**src/rtl/core_pkg.sv**
```systemverilog
// Opcode encodings and sequencer state type shared by the program-counter unit
// and the instruction decoder.
package core_pkg;

    localparam logic [2:0] COND_JUMP = 3'b101;   // instruction[5:3]

    localparam logic [1:0] FN_BZ  = 2'b00;       // instruction[2:1]
    localparam logic [1:0] FN_BC  = 2'b01;
    localparam logic [1:0] FN_BNZ = 2'b10;
    localparam logic [1:0] FN_BNC = 2'b11;

    localparam logic [4:0] OP_JMP = 5'b11000;    // instruction[5:1]
    localparam logic [4:0] OP_JSB = 5'b11001;    // instruction[5:1]
    localparam logic [5:0] OP_RET = 6'b111000;   // instruction[5:0]

    typedef enum logic [1:0] {
        RUN   = 2'd0,
        STALL = 2'd1,
        FAULT = 2'd2
    } seq_state_t;

endpackage

```
**src/rtl/return_stack.sv**
```systemverilog
// Hardware LIFO of return addresses; the stack pointer alone decides full/empty,
// and pushes on full or pops on empty leave the stack untouched.
module return_stack #(
    parameter int WIDTH = 12,
    parameter int DEPTH = 8
) (
    input  logic             clk,
    input  logic             rst,
    input  logic             push,
    input  logic             pop,
    input  logic [WIDTH-1:0] push_data,
    output logic [WIDTH-1:0] top,
    output logic             full,
    output logic             empty
);

    localparam int SP_W  = $clog2(DEPTH + 1);
    localparam int IDX_W = (DEPTH > 1) ? $clog2(DEPTH) : 1;

    logic [WIDTH-1:0] mem [DEPTH];
    logic [SP_W-1:0]  sp;

    assign full  = (sp == SP_W'(DEPTH));
    assign empty = (sp == '0);
    assign top   = mem[IDX_W'(sp - SP_W'(1))];

    always_ff @(posedge clk) begin
        if (rst) begin
            sp <= '0;
        end else if (push && !full) begin
            sp <= sp + SP_W'(1);
        end else if (pop && !empty) begin
            sp <= sp - SP_W'(1);
        end
    end

    // Entry storage is don't-care after reset, so it carries no reset.
    always_ff @(posedge clk) begin
        if (push && !full) begin
            mem[IDX_W'(sp)] <= push_data;
        end
    end

endmodule

```
**src/rtl/pc_sequencer.sv**
```systemverilog
// Program-counter unit: resolves branches, jumps, calls and returns, owns the
// return stack, freezes under stall and latches into FAULT on stack errors.
module pc_sequencer
    import core_pkg::*;
#(
    parameter int PC_WIDTH     = 12,
    parameter int OFFSET_WIDTH = 8,
    parameter int STACK_DEPTH  = 8
) (
    input  logic                    clk,
    input  logic                    rst,
    input  logic [5:0]              instruction,
    input  logic                    instr_valid,
    input  logic                    stall,
    input  logic                    C_out,
    input  logic                    Z_out,
    input  logic [PC_WIDTH-1:0]     jump_target,
    input  logic [OFFSET_WIDTH-1:0] branch_offset,
    output logic [PC_WIDTH-1:0]     pc,
    output logic                    branch_taken,
    output logic                    stack_overflow,
    output logic                    stack_underflow,
    output logic                    halted
);

    seq_state_t state, state_next;

    logic [PC_WIDTH-1:0]        pc_next;
    logic [PC_WIDTH-1:0]        pc_inc;
    logic signed [PC_WIDTH-1:0] offset_ext;
    logic [PC_WIDTH-1:0]        stack_top;
    logic                       stack_full, stack_empty;
    logic                       push, pop;
    logic                       set_overflow, set_underflow;
    logic                       is_cond, is_jmp, is_jsb, is_ret, cond_true;

    assign is_cond = (instruction[5:3] == COND_JUMP);
    assign is_jmp  = (instruction[5:1] == OP_JMP);
    assign is_jsb  = (instruction[5:1] == OP_JSB);
    assign is_ret  = (instruction == OP_RET);

    always_comb begin
        cond_true = 1'b0;
        case (instruction[2:1])
            FN_BZ:   cond_true = Z_out;
            FN_BC:   cond_true = C_out;
            FN_BNZ:  cond_true = !Z_out;
            default: cond_true = !C_out;
        endcase
    end

    assign pc_inc     = pc + PC_WIDTH'(1);
    assign offset_ext = {{(PC_WIDTH-OFFSET_WIDTH){branch_offset[OFFSET_WIDTH-1]}}, branch_offset};

    return_stack #(
        .WIDTH (PC_WIDTH),
        .DEPTH (STACK_DEPTH)
    ) u_return_stack (
        .clk       (clk),
        .rst       (rst),
        .push      (push),
        .pop       (pop),
        .push_data (pc_inc),
        .top       (stack_top),
        .full      (stack_full),
        .empty     (stack_empty)
    );

    always_comb begin
        state_next    = state;
        pc_next       = pc;
        push          = 1'b0;
        pop           = 1'b0;
        branch_taken  = 1'b0;
        set_overflow  = 1'b0;
        set_underflow = 1'b0;
        if (state != FAULT) begin
            if (stall) begin
                state_next = STALL;
            end else begin
                state_next = RUN;
                if (instr_valid) begin
                    if (is_cond) begin
                        branch_taken = cond_true;
                        pc_next      = cond_true ? pc_inc + offset_ext : pc_inc;
                    end else if (is_jmp) begin
                        branch_taken = 1'b1;
                        pc_next      = jump_target;
                    end else if (is_jsb) begin
                        if (stack_full) begin
                            set_overflow = 1'b1;
                            state_next   = FAULT;
                        end else begin
                            push         = 1'b1;
                            branch_taken = 1'b1;
                            pc_next      = jump_target;
                        end
                    end else if (is_ret) begin
                        if (stack_empty) begin
                            set_underflow = 1'b1;
                            state_next    = FAULT;
                        end else begin
                            pop          = 1'b1;
                            branch_taken = 1'b1;
                            pc_next      = stack_top;
                        end
                    end else begin
                        pc_next = pc_inc;
                    end
                end
            end
        end
    end

    always_ff @(posedge clk) begin
        if (rst) begin
            state           <= RUN;
            pc              <= '0;
            stack_overflow  <= 1'b0;
            stack_underflow <= 1'b0;
        end else begin
            state           <= state_next;
            pc              <= pc_next;
            stack_overflow  <= stack_overflow | set_overflow;
            stack_underflow <= stack_underflow | set_underflow;
        end
    end

    assign halted = (state == FAULT);

endmodule

```
**config.mk**
```make
export PLATFORM = sky130hd
export DESIGN_NAME = pc_sequencer
export DESIGN_NICKNAME = d
export VERILOG_FILES = /design/src/rtl/core_pkg.sv /design/src/rtl/return_stack.sv /design/src/rtl/pc_sequencer.sv
export SDC_FILE = /design/constraint.sdc
export NUM_CORES = 1
export LEC_CHECK = 0
export BUFFER_PORTS_ARGS = -buffer_cell sky130_fd_sc_hd__buf_2
export CORE_ASPECT_RATIO = 0.5
export CORE_MARGIN = 3
export CORE_UTILIZATION = 55
export CTS_BUF_LIST = sky130_fd_sc_hd__clkbuf_4
export DETAILED_ROUTE_END_ITERATION = 10
export HOLD_SLACK_MARGIN = 0.12
export PLACE_DENSITY_LB_ADDON = 0.05
export SYNTH_ARGS = -nofsm -noshare
export SYNTH_HDL_FRONTEND = slang
export SYNTH_HIERARCHICAL = 1
export SYNTH_SLANG_ARGS = --single-unit
```
**constraint.sdc**
```tcl
create_clock -name clk -period 4.2 [get_ports clk]
set_input_delay 0.63 -clock clk [delete_from_list [all_inputs] [get_ports clk]]
set_output_delay 0.63 -clock clk [all_outputs]
set_load 0.01 [all_outputs]
```
; Yosys cells after proc, flatten, opt, wreduce, memory -nomap -nowiden
; Memories as Yosys holds them, arrays and structs flattened.
; Index checks and enable logic that the tools add are counted.
[op_classes]
n_addsub = 4
eq_ne = 11
mux = 56
bitwise = 3
reduce_logical = 10
[op_table]
columns = operator, n
row1 = 12-bit two-way mux, 7
row2 = 1-bit two-way mux, 38
row3 = 2-bit two-way mux, 8
row4 = "12-bit by 1-bit adder with 12-bit output, second input constant", 1
row5 = 12-bit adder, 1
row6 = "5-bit equality test, second input constant", 2
row7 = 4-bit two-way mux, 2
row8 = "6-bit equality test, second input constant", 1
row9 = "5-bit != test, second input constant", 1
row10 = 5-bit AND reduction, 1
row11 = "4-bit by 1-bit adder with 4-bit output, second input constant", 1
row12 = "2-bit equality test, second input constant", 2
row13 = "4-bit equality test, second input constant", 1
row14 = 1-bit zero test, 4
row15 = 4-bit zero test, 1
row16 = "4-bit != test, second input constant", 1
row17 = "4-bit by 1-bit subtractor with 4-bit output, second input constant", 1
row18 = "3-bit equality test, second input constant", 1
row19 = 1-bit case mux with 3 select lines, 1
row20 = "2-bit by 1-bit equality test with 1-bit output, second input constant", 1
row21 = 1-bit logical AND, 2
row22 = 2-bit zero test, 1
row23 = "2-bit != test, second input constant", 1
row24 = 1-bit bitwise OR, 2
row25 = 2 further kinds, 2
[word_totals]
register_bits = 20
ram_bits = 96
out_inout_bits = 16
elab_cells = 90
n_memories = 1
[memory_table]
columns = name, depth, word_bits, read_ports, rd_clocked_by_memory_dff, write_ports, line_no
row1 = u_return_stack.mem, 8, 12, 1, 0, 1, return_stack.sv:20  ; logic [WIDTH-1:0] mem [DEPTH];

; Depth between registers and ports, before layout
[logic_depth]
depth_word = 12
depth_mapped = 12
ltp_nobuf = 12

; Modules after synthesis
; Netlist, hierarchy kept.
[by_module_without_submodules]
columns = module, n_inst, cells_per_inst, area_each_um2
row1 = return_stack, 1, 197, 3993.8
row2 = pc_sequencer, 1, 271, 2008.2

; Worst setup path before layout
; Ideal clock, no wire load.
[synth_path]
path_type = in2reg
start = input port instruction[3]
end = memory u_return_stack.mem[0][0] (enable)
setup_time_ns = 0.396
arrival_time_ns = 2.825
required_time_ns = 3.804
setup_slack_ns = 0.979
stages = 7
path_buffers = 1
path_cell_list = and4bb_2 clkbuf_1 nand2_1 nor3_1 a21boi_1 nand2b_1 nor3_1
[synth_between]
elab_chain_cells = 10
[synth_lines]
columns = item, line_no
row1 = start: declaration, pc_sequencer.sv:12  ; input logic [5:0] instruction,
row2 = 5-bit equality test, pc_sequencer.sv:39  ; assign is_jsb = (instruction[5:1] == OP_JSB);
row3 = 1-bit two-way mux, pc_sequencer.sv:89  ; end else if (is_jsb) begin
row4 = 1-bit two-way mux, pc_sequencer.sv:86  ; end else if (is_jmp) begin
row5 = 1-bit two-way mux *, pc_sequencer.sv:83  ; if (is_cond) begin
row6 = 1-bit two-way mux *, pc_sequencer.sv:82  ; if (instr_valid) begin
row7 = 1-bit two-way mux *, pc_sequencer.sv:78  ; if (stall) begin
row8 = 1-bit two-way mux *, pc_sequencer.sv:77  ; if (state != FAULT) begin
row9 = named net push, pc_sequencer.sv:33  ; logic push, pop;
row10 = 1-bit logical AND *, return_stack.sv:39  ; if (push && !full) begin
row11 = 1-bit two-way mux *, return_stack.sv:39
row12 = 1-bit two-way mux (implied by the code) *, return_stack.sv:40  ; mem[IDX_W'(sp)] <= push_data;
row13 = end: declaration, return_stack.sv:20
; The timed path passes the listed nets; every way through them passes the cells marked *.

; Worst setup path after layout
[layout_path]
start = register pc[0]
end = register pc[11]
[layout_lines]
columns = item, line_no
row1 = start: declaration, pc_sequencer.sv:19  ; output logic [PC_WIDTH-1:0] pc,
row2 = start signal: assignment, pc_sequencer.sv:123  ; pc <= pc_next;
row3 = 12-bit by 1-bit adder with 12-bit output, pc_sequencer.sv:52  ; assign pc_inc = pc + PC_WIDTH'(1);
row4 = named net pc_inc[8], pc_sequencer.sv:29  ; logic [PC_WIDTH-1:0] pc_inc;
row5 = 12-bit adder, pc_sequencer.sv:85  ; pc_next = cond_true ? pc_inc + offset_ext : pc_inc;
row6 = 12-bit two-way mux, pc_sequencer.sv:85
row7 = 12-bit two-way mux, pc_sequencer.sv:83
; The timed path passes the listed nets, and every way through them passes these cells.
; A chain may end at the register's enable or synchronous reset.

==> Flow_metrics.wiki <==
{| class="wikitable"
! Metric !! Value
|-
| Pins Over Slew Limit || 0
|-
| Outcome || complete, no violations
|-
| Share of the synthesized area in compound gates (AO/OA/AOI/OAI) || 0.136
|-
| Total Neg Setup Slack || 0 ps
|-
| Clock tree buffer depth || 2
|-
| Worst-case headroom to the max-slew limit || 0.473
|-
| Cells resized by post-CTS repair || 0
|-
| Number of flops mapped to enable cells by yosys || 96
|-
| Remaining routing DRC violations || 0
|-
| Core area || 0.0104 mm2
|-
| Switching power || 599 uW
|-
| # IOs || 48
|-
| Endpoints failing hold || 0
|-
| Worst reg2reg path depth || 11
|-
| Synth Instances || 468
|-
| First-pass DRT Iterations || 5
|-
| Combinational family with the most area after synthesis || compound AO/OA/AOI/OAI gates
|-
| Number of buffers and inverters on the critical path || 1
|-
| Remaining global-route overflow || 0
|-
| Critical Path Sink || pc[11]
|-
| Routability cong. || 0.912
|-
| Terminus of the critical flop-to-flop path || pc[11]
|-
| Signal arrival time at the worst endpoint || 3610 ps
|-
| Fin crit share || 0.751
|-
| Fraction of layout cells with a size suffix above 1 || 0.275
|-
| Main synth FF type || edfxtp_1
|-
| Antenna violations before repair || 0
|-
| Static leakage || 2.47 nW
|-
| Flop pwr share || 0.549
|-
| CTS root buffer || clkbuf_4
|-
| Sum of internal, switching and leakage power || 2.30 mW
|-
| Most frequent cell on the critical path || ha_1
|-
| Share of total power in the clock network || 0.359
|-
| Synthesized area per cell || 12.8 um2
|-
| Slowest-stage cell, CP || dfxtp_1
|-
| Required time of the critical path || 4660 ps
|-
| HPWL after detailed placement || 10000 um
|-
| Post-Syn Nets || 518
|-
| Start-to-end type of the worst setup path || reg2reg
|-
| Netlist area before placement || 0.00600 mm2
|-
| Crit-path max FO || 9
|-
| Top area cells in the synthesized netlist || edfxtp_1 (48%), mux4_2 (9.0%), dfxtp_1 (6.7%)
|-
| RSZ-0062 raised after global routing || no
|-
| CTS tree || built
|-
| Initial core utilization || 0.577
|-
| Max-capacitance violation count || 0
|-
| Proportion of synthesized area in mux cells || 0.126
|-
| Worst setup path startpoint || pc[0]
|-
| Combinational Power Share || 0.093
|-
| Drt initial violations || 400
|-
| Die area || 0.0123 mm2
|-
| Fraction of power spent switching nets || 0.261
|-
| Max incr delay on CP || 530 ps
|-
| Worst path top cell family by delay || simple AND/OR/NAND/NOR gates
|-
| Sinks on the clock net || 116
|-
| Share of the synthesized netlist area taken by xor and xnor gates || 0.0290
|-
| # diodes || 0
|-
| Category of the worst setup path launch point || flip-flop
|-
| Portion of the post-synthesis area used by sequential elements || 0.547
|-
| Height of the chip || 79.9 um
|-
| Largest net degree at the start of global routing || 31
|-
| Number of CTS-inserted buffers || 17
|-
| Via-to-Cell Ratio || 6.23
|-
| Maximum operating frequency || 317 MHz
|-
| Reg-to-Reg Start || pc[0]
|-
| Post-route minimum period || 3150 ps
|-
| Via count of the first global-routing pass || 3909
|-
| Detailed-route wire length || 14400 um
|-
| Cell-by-cell listing of the critical path || ha_1, nand3_1, nor3_1, xnor2_1, inv_1, ha_1, and4_1, a221oi_1, a21oi_1, or3_1, a31oi_1
|-
| Logic depth of the worst path, buffers included || 11
|-
| First-pass GRT wire length || 22200 um
|-
| Most frequent cells in the layout || edfxtp_1 (96), buf_2 (47), nor2_1 (37)
|-
| Row count || 26
|-
| Number of hold buffers added after cts || 0
|-
| Internal power || 1.70 mW
|-
| Peak supply drop || 0.174 mV
|-
| Area growth from synthesis to final layout || 12.9%
|-
| Buffer count from post-CTS setup fixing || 0
|-
| Pin slew with the least headroom to its limit || 790 ps
|-
| Most common cell after layout, fill and taps aside || edfxtp_1
|-
| Synth cell types || 63
|-
| Total area of multi-input combinational cells || 0.00258 mm2
|-
| Yosys top cell by area || edfxtp_1
|-
| Width of the chip || 154 um
|-
| Class of the worst hold path || in2reg
|-
| Share of the synthesized area in the top cell type || 0.480
|-
| Power density over cell area || 339 mW/mm2
|-
| NumNets Final || 586
|-
| Basic-gate share of the synthesized area counting and, or, nand and nor cells || 0.0984
|-
| Count of yosys warnings during synthesis || 6
|-
| Synth async-reset ratio || 0
|-
| Adder-Cell Fraction of Synth Area || 0.0388
|-
| Routed wire length per instance || 21.0 um
|-
| Fillers || 804
|-
| Sequential cell area || 0.00328 mm2
|-
| Global router's overall resource usage || 0.246
|-
| Clock insertion delay at the later pin of the skew report || 520 ps
|-
| R2R Setup Slk || 1050 ps
|-
| Vias || 4290
|-
| Final Skew || 20.2 ps
|-
| Kind of capture point of the worst setup path || flip-flop
|-
| Finish-stage setup viols || 0
|-
| Flip-flop and latch count after synthesis || 116
|-
| Clock transition at path regs || 120 ps
|-
| Post-route ant nets || 0
|-
| Port Buffers || 47
|-
| Depth of the CTS H-tree || 4
|}
[synth_stat cells, types with 11 or more instances]
| master | count |
|---|---|
| nor2_1 | 37 |
| dfxtp_1 | 20 |
| ha_1 | 17 |
| o21ai_0 | 25 |
| nor3_1 | 11 |
| mux4_2 | 24 |
| mux2_2 | 12 |
| a211oi_1 | 11 |
| a21oi_1 | 31 |
| nand2_1 | 20 |
| nand3_1 | 12 |
| xnor2_1 | 14 |
| edfxtp_1 | 96 |
| inv_1 | 13 |
[state kept, by name (all words and copies together) (netlist names)]
signal              count
state                   2
stack_overflow          1
stack_underflow         1
u_return_stack/mem     96
u_return_stack/sp       4
pc                     12
[cell type report]
cell class / count / share of cell area
sequential: 116 / 0.485
multi-input combinational: 318 / 0.380
timing repair buffer: 69 / 0.0591
tap: 140 / 0.0259
clock inverter: 14 / 0.0222
clock buffer: 18 / 0.0199
inverter: 14 / 0.00776
[worst reg2reg max path, cell delays in order (launching register included)]
cell and delay, ps:
dfxtp_1 530, ha_1 270, nand3_1 120, nor3_1 220, xnor2_1 200, inv_1 220
ha_1 410, and4_1 240, a221oi_1 290, a21oi_1 120, or3_1 350, a31oi_1 130
[per-stage QoR]
stage	utilization	setup slack [ps]	cell area (um2)	hold WS, ps	instances
5_1_grt	0.651	757	6780	332	689
2_1_floorplan	-	979	6000	503	468
3_3_place_gp	0.623	1120	6490	452	657
3_5_place_dp	0.623	1030	6490	454	657
6_report	0.651	1050	6780	368	689
4_1_cts	0.651	1030	6780	332	689
[worst min-delay path by stage]
stage / start / end / depth (start not counted)
floorplan: stack_overflow / stack_overflow / 2
detailed placement: stack_overflow / stack_overflow / 2
global placement: stack_underflow / stack_underflow / 2
global route: stall / state[0] / 3
CTS: stall / state[0] / 3
finish: stall / state[0] / 3
[logic make-up after synthesis]
family	count (synthesis)
adders and majority gates	18
and+or+nand+nor	111
DFF	116
muxes	44
xor gates and xnor gates	19
buffers and inverters	34
AOI/OAI and AO/OA	126
[power groups by stage]
stage	sequential (mW)	clock [mW]	combinational, mW
finish	1.26	0.824	0.213
floorplan	1.29	0	0.134
CTS	1.26	0.840	0.211
global route	1.26	0.893	0.236
global placement	1.29	0	0.208
detailed placement	1.29	0	0.209
[routing by layer]
layer  GRT usage  vias up  share of wire
met5           0        -              0
met4      0.0573        0          0.013
met3      0.0720       19          0.094
met2       0.345      194           0.42
met1       0.375     2091           0.48
li1            -     1986              -
Power figures use the tool's default switching activity.
